`src/rtl/fpu_io_sequencer.sv`:
```
// fpu_io_sequencer: byte-serial host bridge to a combinational FPU.
// The host strobes in eight operand bytes plus an opcode byte. The block then waits
// FPU_LAT cycles, captures the FPU result and streams it back one byte per strobe.
// A synchronized abort (or reset) returns the block to an empty LOAD state.
module fpu_io_sequencer #(
   parameter int unsigned FPU_LAT = 2
) (
   input  logic        clock,
   input  logic        reset,
   input  logic [11:0] io_in,
   output logic [11:0] io_out,
   output logic [31:0] fpu_a,
   output logic [31:0] fpu_b,
   output logic [3:0]  fpu_sel,
   input  logic [31:0] fpu_y
);

   typedef enum logic [1:0] {
      LOAD  = 2'b00,
      EXEC  = 2'b01,
      DRAIN = 2'b10
   } state_t;

   logic [11:0] sync1_q, sync2_q;
   logic        strb_prev_q;
   logic [1:0]  fill_q;
   state_t      state_q;
   logic [3:0]  byte_cnt_q;
   logic [3:0]  wait_q;
   logic [1:0]  out_idx_q;
   logic [31:0] fpu_a_q, fpu_b_q, result_q;
   logic [3:0]  fpu_sel_q;
   logic        ack_q;

   logic        strb_evt;
   logic        abort_s;
   logic [7:0]  data_s;
   logic        unused_pins;

   assign abort_s     = sync2_q[10];
   assign data_s      = sync2_q[7:0];
   assign strb_evt    = sync2_q[11] & ~strb_prev_q;
   assign unused_pins = ^sync2_q[9:8];

   // Two-flop synchronizer for all pins plus the previous-strobe flop. Until the
   // synchronizer has filled with real pin samples after reset, the previous-strobe
   // flop is forced high. A strobe already high at release then looks "already seen"
   // and only a fresh low-to-high transition produces an event.
   always_ff @(posedge clock or posedge reset) begin
      if (reset) begin
         sync1_q     <= 12'h000;
         sync2_q     <= 12'h000;
         strb_prev_q <= 1'b0;
         fill_q      <= 2'b00;
      end else begin
         sync1_q     <= io_in;
         sync2_q     <= sync1_q;
         strb_prev_q <= sync2_q[11] | ~fill_q[1];
         fill_q      <= {fill_q[0], 1'b1};
      end
   end

   // Sequencer: operand loading, FPU wait, result drain. Abort overrides everything.
   always_ff @(posedge clock or posedge reset) begin
      if (reset) begin
         state_q    <= LOAD;
         byte_cnt_q <= 4'd0;
         wait_q     <= 4'd0;
         out_idx_q  <= 2'd0;
         fpu_a_q    <= 32'h0;
         fpu_b_q    <= 32'h0;
         fpu_sel_q  <= 4'h0;
         result_q   <= 32'h0;
         ack_q      <= 1'b0;
      end else begin
         ack_q <= 1'b0;
         if (abort_s) begin
            state_q    <= LOAD;
            byte_cnt_q <= 4'd0;
            wait_q     <= 4'd0;
            out_idx_q  <= 2'd0;
            fpu_a_q    <= 32'h0;
            fpu_b_q    <= 32'h0;
            fpu_sel_q  <= 4'h0;
            result_q   <= 32'h0;
         end else begin
            case (state_q)
               EXEC: begin
                  if (wait_q != 4'd0) begin
                     wait_q <= wait_q - 4'd1;
                  end else begin
                     result_q  <= fpu_y;
                     out_idx_q <= 2'd0;
                     state_q   <= DRAIN;
                  end
               end
               DRAIN: begin
                  if (strb_evt) begin
                     ack_q <= 1'b1;
                     if (out_idx_q == 2'd3) begin
                        out_idx_q  <= 2'd0;
                        byte_cnt_q <= 4'd0;
                        state_q    <= LOAD;
                     end else begin
                        out_idx_q <= out_idx_q + 2'd1;
                     end
                  end
               end
               LOAD: begin
                  if (strb_evt) begin
                     ack_q <= 1'b1;
                     if (byte_cnt_q[3]) begin
                        // Opcode byte closes the load and starts the FPU wait.
                        fpu_sel_q  <= data_s[3:0];
                        wait_q     <= 4'(FPU_LAT);
                        byte_cnt_q <= 4'd0;
                        state_q    <= EXEC;
                     end else begin
                        if (byte_cnt_q[2])
                           fpu_b_q[{byte_cnt_q[1:0], 3'b000} +: 8] <= data_s;
                        else
                           fpu_a_q[{byte_cnt_q[1:0], 3'b000} +: 8] <= data_s;
                        byte_cnt_q <= byte_cnt_q + 4'd1;
                     end
                  end
               end
               default: begin
                  // Unused encoding recovers into LOAD.
                  state_q <= LOAD;
               end
            endcase
         end
      end
   end

   // Pin output decode, built only from registers.
   always_comb begin
      case (state_q)
         EXEC:    io_out = {2'b01, ack_q, 1'b0, 8'h00};
         DRAIN:   io_out = {2'b10, ack_q, 1'b1, result_q[{out_idx_q, 3'b000} +: 8]};
         default: io_out = {2'b00, ack_q, 1'b0, 4'h0, byte_cnt_q};
      endcase
   end

   assign fpu_a   = fpu_a_q;
   assign fpu_b   = fpu_b_q;
   assign fpu_sel = fpu_sel_q;

endmodule

```
`config.mk`:
```
export PLATFORM = sky130hd
export DESIGN_NAME = fpu_io_sequencer
export DESIGN_NICKNAME = d
export VERILOG_FILES = /design/src/rtl/fpu_io_sequencer.sv
export SDC_FILE = /design/constraint.sdc
export NUM_CORES = 1
export LEC_CHECK = 0
export ABC_AREA = 1
export CAP_MARGIN = 25
export CORE_ASPECT_RATIO = 0.6
export CORE_MARGIN = 1
export CORE_UTILIZATION = 42
export CTS_BUF_LIST = sky130_fd_sc_hd__clkbuf_4
export DETAILED_ROUTE_END_ITERATION = 7
export PLACE_DENSITY = 0.72
export SLEW_MARGIN = 30
export SYNTH_ARGS = -nofsm -noshare
export SYNTH_HDL_FRONTEND = slang
export SYNTH_SLANG_ARGS = --single-unit
```
`constraint.sdc`:
```
create_clock -name clock -period 5.55 [get_ports clock]
set_input_delay 0.8325 -clock clock [delete_from_list [all_inputs] [get_ports clock]]
set_output_delay 0.8325 -clock clock [all_outputs]
set_load 0.05 [all_outputs]
```
Word-level counts from Yosys, hierarchy flattened

Index checks and enable logic that the tools add are counted.

Bits in registers: 140
Bits in latches: 0
RAM bits: 0
Memory bits (read-only): 0
Input port bits: 46
Output and inout port bits: 80
Word-level logic and storage cells: 101
Memories: 0

Add/sub/neg operators: 4
Multiply operators: 0
Div/mod/pow operators: 0
$lt $le $gt $ge: 0
Equality and inequality tests: 12
Shifts and indexed selects: 3
Multiplexer cells: 46
Bitwise operators: 4
Reductions and logical operators: 19

Operators with widths:

| operator                                              | number |
|---|---|
| 2-to-1 mux 32 bit                                     | 13 |
| bitwise mux 32 bit                                    | 2 |
| 2-to-1 mux 4 bit                                      | 13 |
| variable shift 8 x 7 -> 32 bit (first input constant) | 1 |
| variable part select 32 x 6 -> 8 bit                  | 1 |
| variable part select 8 x 7 -> 32 bit                  | 1 |
| case mux 12 bit (2 select lines)                      | 1 |
| 2-to-1 mux 2 bit                                      | 10 |
| != test 3 bit (second input constant)                 | 6 |
| case mux 4 bit (2 select lines)                       | 2 |
| AND reduction 4 bit                                   | 4 |
| nonzero test 2 bit                                    | 5 |
| nonzero test 3 bit                                    | 3 |
| negation 5 -> 7 bit                                   | 1 |
| != test 2 bit (second input constant)                 | 3 |
| case mux 2 bit (3 select lines)                       | 1 |
| AND reduction 3 bit                                   | 2 |
| AND reduction 5 bit                                   | 1 |
| adder 4 x 1 -> 4 bit (second input constant)          | 1 |
| equality test 2 bit (second input constant)           | 2 |
| case mux 2 bit (2 select lines)                       | 1 |
| nonzero test 4 bit                                    | 1 |
| subtractor 4 x 1 -> 4 bit (second input constant)     | 1 |
| 2-to-1 mux 1 bit                                      | 3 |
| 8 further kinds                                       | 9 |

Longest topological paths before layout

Gate-level depths: netlist of run 1.

Depth in word-level cells: 8
Mapped depth: 10
Depth with buffers taken out: 10

Worst setup path after synthesis of run 1

No wires, ideal clock.

Path type: register to output
From: register state_q[0]
To: output io_out[0]
Data arrival time: 1.888 ns
Required time: 4.718 ns
Slack: 2.829 ns
Cell stages (with the launch flop): 4
Buffers on the path: 0
Cell sequence: dfrtp_1 inv_1 ha_1 o21ai_0

Cells in the longest elaborated chain, start to end: 2
Elaborated cells on any way between the ends: 3
Those cells by class: eq/ne: 2; mux: 1

RTL lines:

| element                                                             | line | text |
|---|---|---|
| from (decl)                                                         | 27   | `state_t state_q;` |
| from (signal assigned)                                              | 66   | `state_q <= LOAD;` |
| from (signal assigned)                                              | 78   | `state_q <= LOAD;` |
| from (signal assigned)                                              | 94   | `state_q <= DRAIN;` |
| equality test 2 bit or equality test 2 x 1 -> 1 bit (tied branches) | 138  | `case (state_q)` |
| case mux 12 bit (2 select lines) *                                  | 138  |  |
| to (decl)                                                           | 11   | `output logic [11:0] io_out,` |

Mark *: on every way between the ends. The rest lies on a longest branch, timed or not.

Worst setup path in the final report of run 1

From: register out_idx_q[0]
To: output io_out[5]

Cells in the longest elaborated chain, start to end: 2

RTL lines:

| element                              | line | text |
|---|---|---|
| from (decl)                          | 30   | `logic [1:0] out_idx_q;` |
| from (signal assigned)               | 105  | `out_idx_q <= out_idx_q + 2'd1;` |
| variable part select 32 x 6 -> 8 bit | 140  | `DRAIN: io_out = {2'b10, ack_q, 1'b1, result_q[{out_idx_q, 3'b000} +: 8]};` |
| case mux 12 bit (2 select lines)     | 138  |  |

Every way passes these cells.

==> qor.txt, run 1 <==
status - finished clean
routed wire length - 15040 microns
Cell variety after synth - 22
pwr dens - 426.7 nW/um^2
gr ovfl total - 0
vias per std cell - 4.944
Hold Vio Cnt, Final - 0
RR Startpoint - sync2_q[10]$_DFF_PP0_
Layout Cells excl Fill - 1027
Sw Ratio - 43.95%
Residual DRC - 0
syn avg cell area - 8.528 sq um
First-pass DRT Iterations - 5
Hold Path Origin - sync1_q[4]$_DFF_PP0_
GP Congestion - 0.8630
Reg2Reg Setup Slack - 2910 ps
CTS clk-pin slew, worst paths - 130 ps
Avg WL per Cell - 14.65 microns
Synth Warn # - 0
worst-path fanout max - 28
ranking of synthesized cells by area - dfrtp_1, nand2_1, nand3_1
Finished Cell Area - 7695 sq um
RSZ-0062 raised after global routing - false
clock root buffer - clkbuf_4
Slew HR - 45.64%
maximum buffer depth of the clock tree - 2
Die Span Y - 94.81 microns
vias in the first global route - 4565
die width - 156.7 microns
#FFs+latches synth - 136
die area - 14850 sq um
initial antenna violation count - 1
worst slew pin tran - 813.4 ps
Max Cap Viol - 0
setup TNS - 0 ps
core box area - 13830 sq um
Fmax - 266.0 MHz
Worst Hold Path EP - sync2_q[4]$_DFF_PP0_
Cells after Synth - 707
CTS tree - built
setup bufs post-CTS - 0
HPWL after DPL - 10830 microns
Inst Count DP - 994
Synth top area share - 56.44%
Worst setup SP type - register
pin count of the biggest net entering global routing - 55
vias - 5077
period utilisation layout - 67.75%
Period minus WS final - 3760 ps
layout cells sized above 1 - 5.875%
crit end category - primary output
Logic pwr share - 39.5%
port buffer count - 123
Peak supply drop - 277.2 uV
pins over their slew limit - 0
hold_ws - 347.6 ps
placed cell area - 7385 sq um
Min-Delay Path Class - register to register
GRT busiest layer - met1
Starting DRT DRC Count - 432
hold_buf cts - 0
GR Util All Layers - 21.82%
Seq pwr share - 38.9%
clock network power share - 21.6%
Synth Cell Area - 6030 sq um
R2R cell count - 7
Area Growth Syn to Fin - 27.62%
I/O pin count - 126
clk sinks - 136
final layout net count - 881
Worst Path Arrival - 2930 ps
P_int - 1.840 mW
global-route track usage on met3 - 7.067%
crit path kind - register to primary output
required time of the critical path - 4720 ps
Lkg Pwr - 3.585 nW
Sw Pwr - 1.443 mW
Worst R2R End - fpu_a[5]$_DFFE_PP0P_
Hold Path Cell Cnt - 0
Initial Utilization - 43.59%
area leader, netlist - dfrtp_1
worst skew pair latency - 540 ps
CTS Buf Count - 17
GR Util met2 - 26.34%
final setup fails - 0
met1 GRT Util - 35.84%
syn_nets - 767
H-tree levels - 4
first-pass GRT wire length - 24400 microns
Post-CTS Resized - 0
Worst Skew - 22.39 ps
post-route ant nets - 0
post-synthesis sequential area ratio - 56.44%
# rows - 33
-- state kept, by name, indices dropped and copies added, names as in the netlist, 4 cells and up --
name	cells
fpu_sel	4
wait_q	4
byte_cnt_q	4
sync1_q	10
fpu_a	32
result_q	32
sync2_q	10
fpu_b	32
-- Yosys cell counts --
library cell    n
o21ai_0        62
nand4_1         3
clkbuf_1       15
buf_1           2
inv_2           1
nor2_1         46
nand2_1       200
nand3b_1        2
conb_1          1
buf_4           8
ha_1           14
or2_2           6
nand3_1       112
buf_2           7
nor2_2          1
nor3_1          1
dfrtp_1       136
and2_1          1
nor2_4          2
inv_1          55
a21oi_1        27
nor3b_1         5
-- layer usage --
metal / vias up / share of wire, %
met3: 9 / 7.5
li1: 2520 / -
met1: 2367 / 55
met5: - / 0
met2: 181 / 37
met4: 0 / 0.60
-- worst max path at each step --
stage	from	to	slack, ps	depth (start not counted)
floorplan	reset	ack_q$_DFF_PP0_	1080	1
global placement	out_idx_q[0]$_DFFE_PP0P_	io_out[5]	2470	5
detailed placement	out_idx_q[0]$_DFFE_PP0P_	io_out[5]	2410	5
CTS	out_idx_q[0]$_DFFE_PP0P_	io_out[5]	1790	5
global route	out_idx_q[0]$_DFFE_PP0P_	io_out[5]	1580	5
finish	out_idx_q[0]$_DFFE_PP0P_	io_out[5]	1790	5
-- power groups by stage --
stage	Sequential, mW	Clock [mW]	Combinational (mW)
floorplan	1.48	0	0.701
global placement	1.29	0	1.26
detailed placement	1.29	0	1.29
CTS	1.27	0.720	1.29
global route	1.30	0.761	1.44
finish	1.28	0.709	1.30
-- critical path: stages, from the launching register on --
cell and delay (ps):
dfrtp_1 830, inv_1 290, a21oi_1 180, o21ai_0 90, a21oi_1 170, clkdlybuf4s50_1 830
-- placed cells by master (no fill, tap or decap), types with 2 or more instances in the layout --
cell             count
nand2_1            200
dfrtp_1            136
clkdlybuf4s50_1    123
nand3_1            112
o21ai_0             61
inv_1               54
nor2_1              44
a21oi_1             27
clkbuf_4            18
ha_1                14
or2_2                6
nor3b_1              5
inv_6                4
buf_4                4
nor2_4               3
nand4_1              3
clkinv_2             3
bufinv_16            3
nor2_2               2
nand3b_1             2
clkinvlp_4           2
clkinv_4             2
-- per-stage QoR --
stage               setup WS (ps)  total power, mW  util [%]
floorplan                    1078            2.186         -
global placement             2473            2.549     53.35
detailed placement           2414            2.583     53.39
CTS                          1787            3.286     55.61
global route                 1581            3.495     55.63
finish                       1790            3.283     55.63
-- final cells by class --
class	count	area [sq um]
inverter	56	212.7
timing repair buffer	127	1261
sequential	136	3403
clock inverter	14	172.7
multi-input combinational	483	2267
clock buffer	18	135.1
tap	192	240.2
fill	1263	6137
antenna	1	2.502
-- cell families after synthesis --
logic type	count (synthesis)	synth area share, %
other	1	0.06219
flip-flops	136	56.44
buffers and inverters	88	6.122
adder cells (fa/ha/maj)	14	2.905
AND/OR/NAND/NOR	379	27.08
AO/OA/AOI/OAI	89	7.387
Note: power is estimated with default switching activity, not from simulation.
==> run 2, diff against run 1 <==
Clock period 5.55 ns to 3.56 ns, I/O delays scaled along.
==> run 2 against run 1 <==
Routed wire length up 1.4%. Total power is 54% higher. Hold slack worse by 91 ps. Non-clock buffer count grew 3. Flip-flop and latch count unchanged. Clock power is 42% higher. Critical path type unchanged. Highest routed layer unchanged.
==> qor.txt, run 2 (synthesized netlist as in run 1, its figures left out) <==
status - finished clean (unchanged)
Finished Cell Area - 7712 sq um (was 7695 sq um)
GRT busiest layer - met1 (unchanged)
pins over their slew limit - 0 (unchanged)
# rows - 33 (unchanged)
vias per std cell - 5.016 (was 4.944)
Worst Skew - 15.26 ps (was 22.39 ps)
CTS tree - built (unchanged)
Worst setup SP type - register (unchanged)
Peak supply drop - 360.1 uV (was 277.2 uV)
gr ovfl total - 0 (unchanged)
crit path kind - register to primary output (unchanged)
Hold Vio Cnt, Final - 0 (unchanged)
worst skew pair latency - 510 ps (was 540 ps)
layout cells sized above 1 - 6.213% (was 5.875%)
Pwr Total - 5.055 mW (was 3.283 mW)
GR Util All Layers - 22.35% (was 21.82%)
Worst Setup SP - state_q[0]$_DFFE_PP0P_ (was out_idx_q[0]$_DFFE_PP0P_)
Lkg Pwr - 3.588 nW (was 3.585 nW)
pwr dens - 655.4 nW/um^2 (was 426.7 nW/um^2)
met1 GRT Util - 37.11% (was 35.84%)
setup ws final - 332.0 ps (was 1790 ps)
Layout Cells excl Fill - 1034 (was 1027)
Worst Path Arrival - 2690 ps (was 2930 ps)
CTS clk-pin slew, worst paths - 110 ps (was 130 ps)
GP Congestion - 0.8497 (was 0.8630)
hold_buf cts - 0 (unchanged)
delay-heaviest family, CP - buffers and inverters (unchanged)
I/O pin count - 126 (unchanged)
Avg WL per Cell - 14.74 microns (was 14.65 microns)
required time of the critical path - 3030 ps (was 4720 ps)
pre-CTS setup slack - 766.7 ps (was 2414 ps)
CP Cell Sequence - inv_1 > ha_1 > nand2_1 > inv_1 > nand3_1 > o21ai_0 > clkdlybuf4s50_1 (was inv_1 > a21oi_1 > o21ai_0 > a21oi_1 > clkdlybuf4s50_1)
delay of the slowest critical-path stage - 840 ps (was 830 ps)
most frequent CP cell - inv_1 (was a21oi_1)
hold_ws - 256.5 ps (was 347.6 ps)
final setup fails - 0 (unchanged)
clock root buffer - clkbuf_4 (unchanged)
placed cell area - 7416 sq um (was 7385 sq um)
core box area - 13830 sq um (unchanged)
crit end category - primary output (unchanged)
worst slew pin tran - 627.7 ps (was 813.4 ps)
port buffer count - 123 (unchanged)
Fmax - 309.8 MHz
cell depth of the worst setup path - 7 (was 5)
vias - 5187 (was 5077)
Reg2Reg Setup Slack - 1070 ps (was 2910 ps)
RR Startpoint - sync2_q[10]$_DFF_PP0_ (unchanged)
Buffers & Inverters on Critical Path - 3 (was 2)
routed wire length - 15250 microns (was 15040 microns)
setup TNS - 0 ps (unchanged)
worst-path fanout max - 5 (was 28)
clk sinks - 136 (unchanged)
first-pass GRT wire length - 25060 microns (was 24400 microns)
pin count of the biggest net entering global routing - 84 (was 55)
R2R cell count - 7 (unchanged)
global-route track usage on met3 - 5.599% (was 7.067%)
Layout Utilization - 55.76% (was 55.63%)
HPWL after DPL - 11040 microns (was 10830 microns)
Min-Delay Path Class - input port to async pin (was register to register)
Max Cap Viol - 0 (unchanged)
Worst R2R End - fpu_b[23]$_DFFE_PP0P_ (was fpu_a[5]$_DFFE_PP0P_)
slowest CP cell - clkdlybuf4s50_1 (was dfrtp_1)
RSZ-0062 raised after global routing - false (unchanged)
maximum buffer depth of the clock tree - 2 (unchanged)
Starting DRT DRC Count - 528 (was 432)
Period minus WS final - 3228 ps
commonest non-fill, non-tap cell in the layout - nand2_1 (unchanged)
vias in the first global route - 4733 (was 4565)
Initial Utilization - 43.59% (unchanged)
die area - 14850 sq um (unchanged)
Inst Count DP - 997 (was 994)
Slew HR - 58.16% (was 45.64%)
final layout net count - 884 (was 881)
CTS Buf Count - 17 (unchanged)
period utilisation layout - 90.67%
most frequent cells in the layout - nand2_1, dfrtp_1, clkdlybuf4s50_1, nand3_1, o21ai_0 (unchanged)
Worst setup endpoint - io_out[0] (was io_out[5])
Residual DRC - 0 (unchanged)
Die Span Y - 94.81 microns (unchanged)
First-pass DRT Iterations - 6 (was 5)
GR Util met2 - 27.90% (was 26.34%)
H-tree levels - 4 (unchanged)
post-route ant nets - 0 (unchanged)
initial antenna violation count - 1 (unchanged)
Area Growth Syn to Fin - 27.91% (was 27.62%)
die width - 156.7 microns (unchanged)
[run 2: report_power, final]
group	internal [mW]	switching (mW)	leakage (nW)	total [mW]
combinational	0.598	1.45	1.62	2.05
sequential	1.79	0.208	1.82	2.00
clock	0.431	0.580	0.155	1.01
[run 2: repair_timing]
| item | in CTS | in global routing |
|---|---|---|
| endpoints found under the setup margin | 0 | 2 |
| hold endpoints to repair | 0 | 0 |
| gates resized for setup | 0 | 1 |
| buffers inserted | 0 | 0 |
[run 2: worst reg2reg max path, stage by stage (launching register included)]
cell     delay [ps]
dfrtp_1         720
inv_2           300
nand2_1         130
nand2_1         150
nor2_4          510
nand2_1         380
nand2_1         150
nand2_1          60
[run 2: worst min-delay path by stage]
stage	to	slack, ps	from	cells after the start
after detailed placement	sync2_q[0]$_DFF_PP0_	330	sync1_q[0]$_DFF_PP0_	0
after CTS	result_q[14]$_DFFE_PP0P_	230	reset	2
after floorplan	fill_q[1]$_DFF_PP0_	330	fill_q[0]$_DFF_PP0_	0
after global placement	fill_q[1]$_DFF_PP0_	330	fill_q[0]$_DFF_PP0_	0
final	result_q[14]$_DFFE_PP0P_	260	reset	2
after global routing	result_q[14]$_DFFE_PP0P_	210	reset	2
[run 2: cell type report]
class / count / area [sq um]
timing repair buffer: 130 / 1296
tap: 192 / 240.2
antenna: 5 / 12.51
sequential: 136 / 3405
clock inverter: 14 / 147.6
fill: 1257 / 6120
inverter: 56 / 214.0
multi-input combinational: 483 / 2262
clock buffer: 18 / 135.1
[run 2: routing by layer]
| metal | part of all wire, % | vias up |
|---|---|---|
| met3 | 7.7 | 18 |
| met4 | 1.1 | 0 |
| met5 | 0 | - |
| met2 | 38 | 213 |
| met1 | 54 | 2424 |
| li1 | - | 2532 |
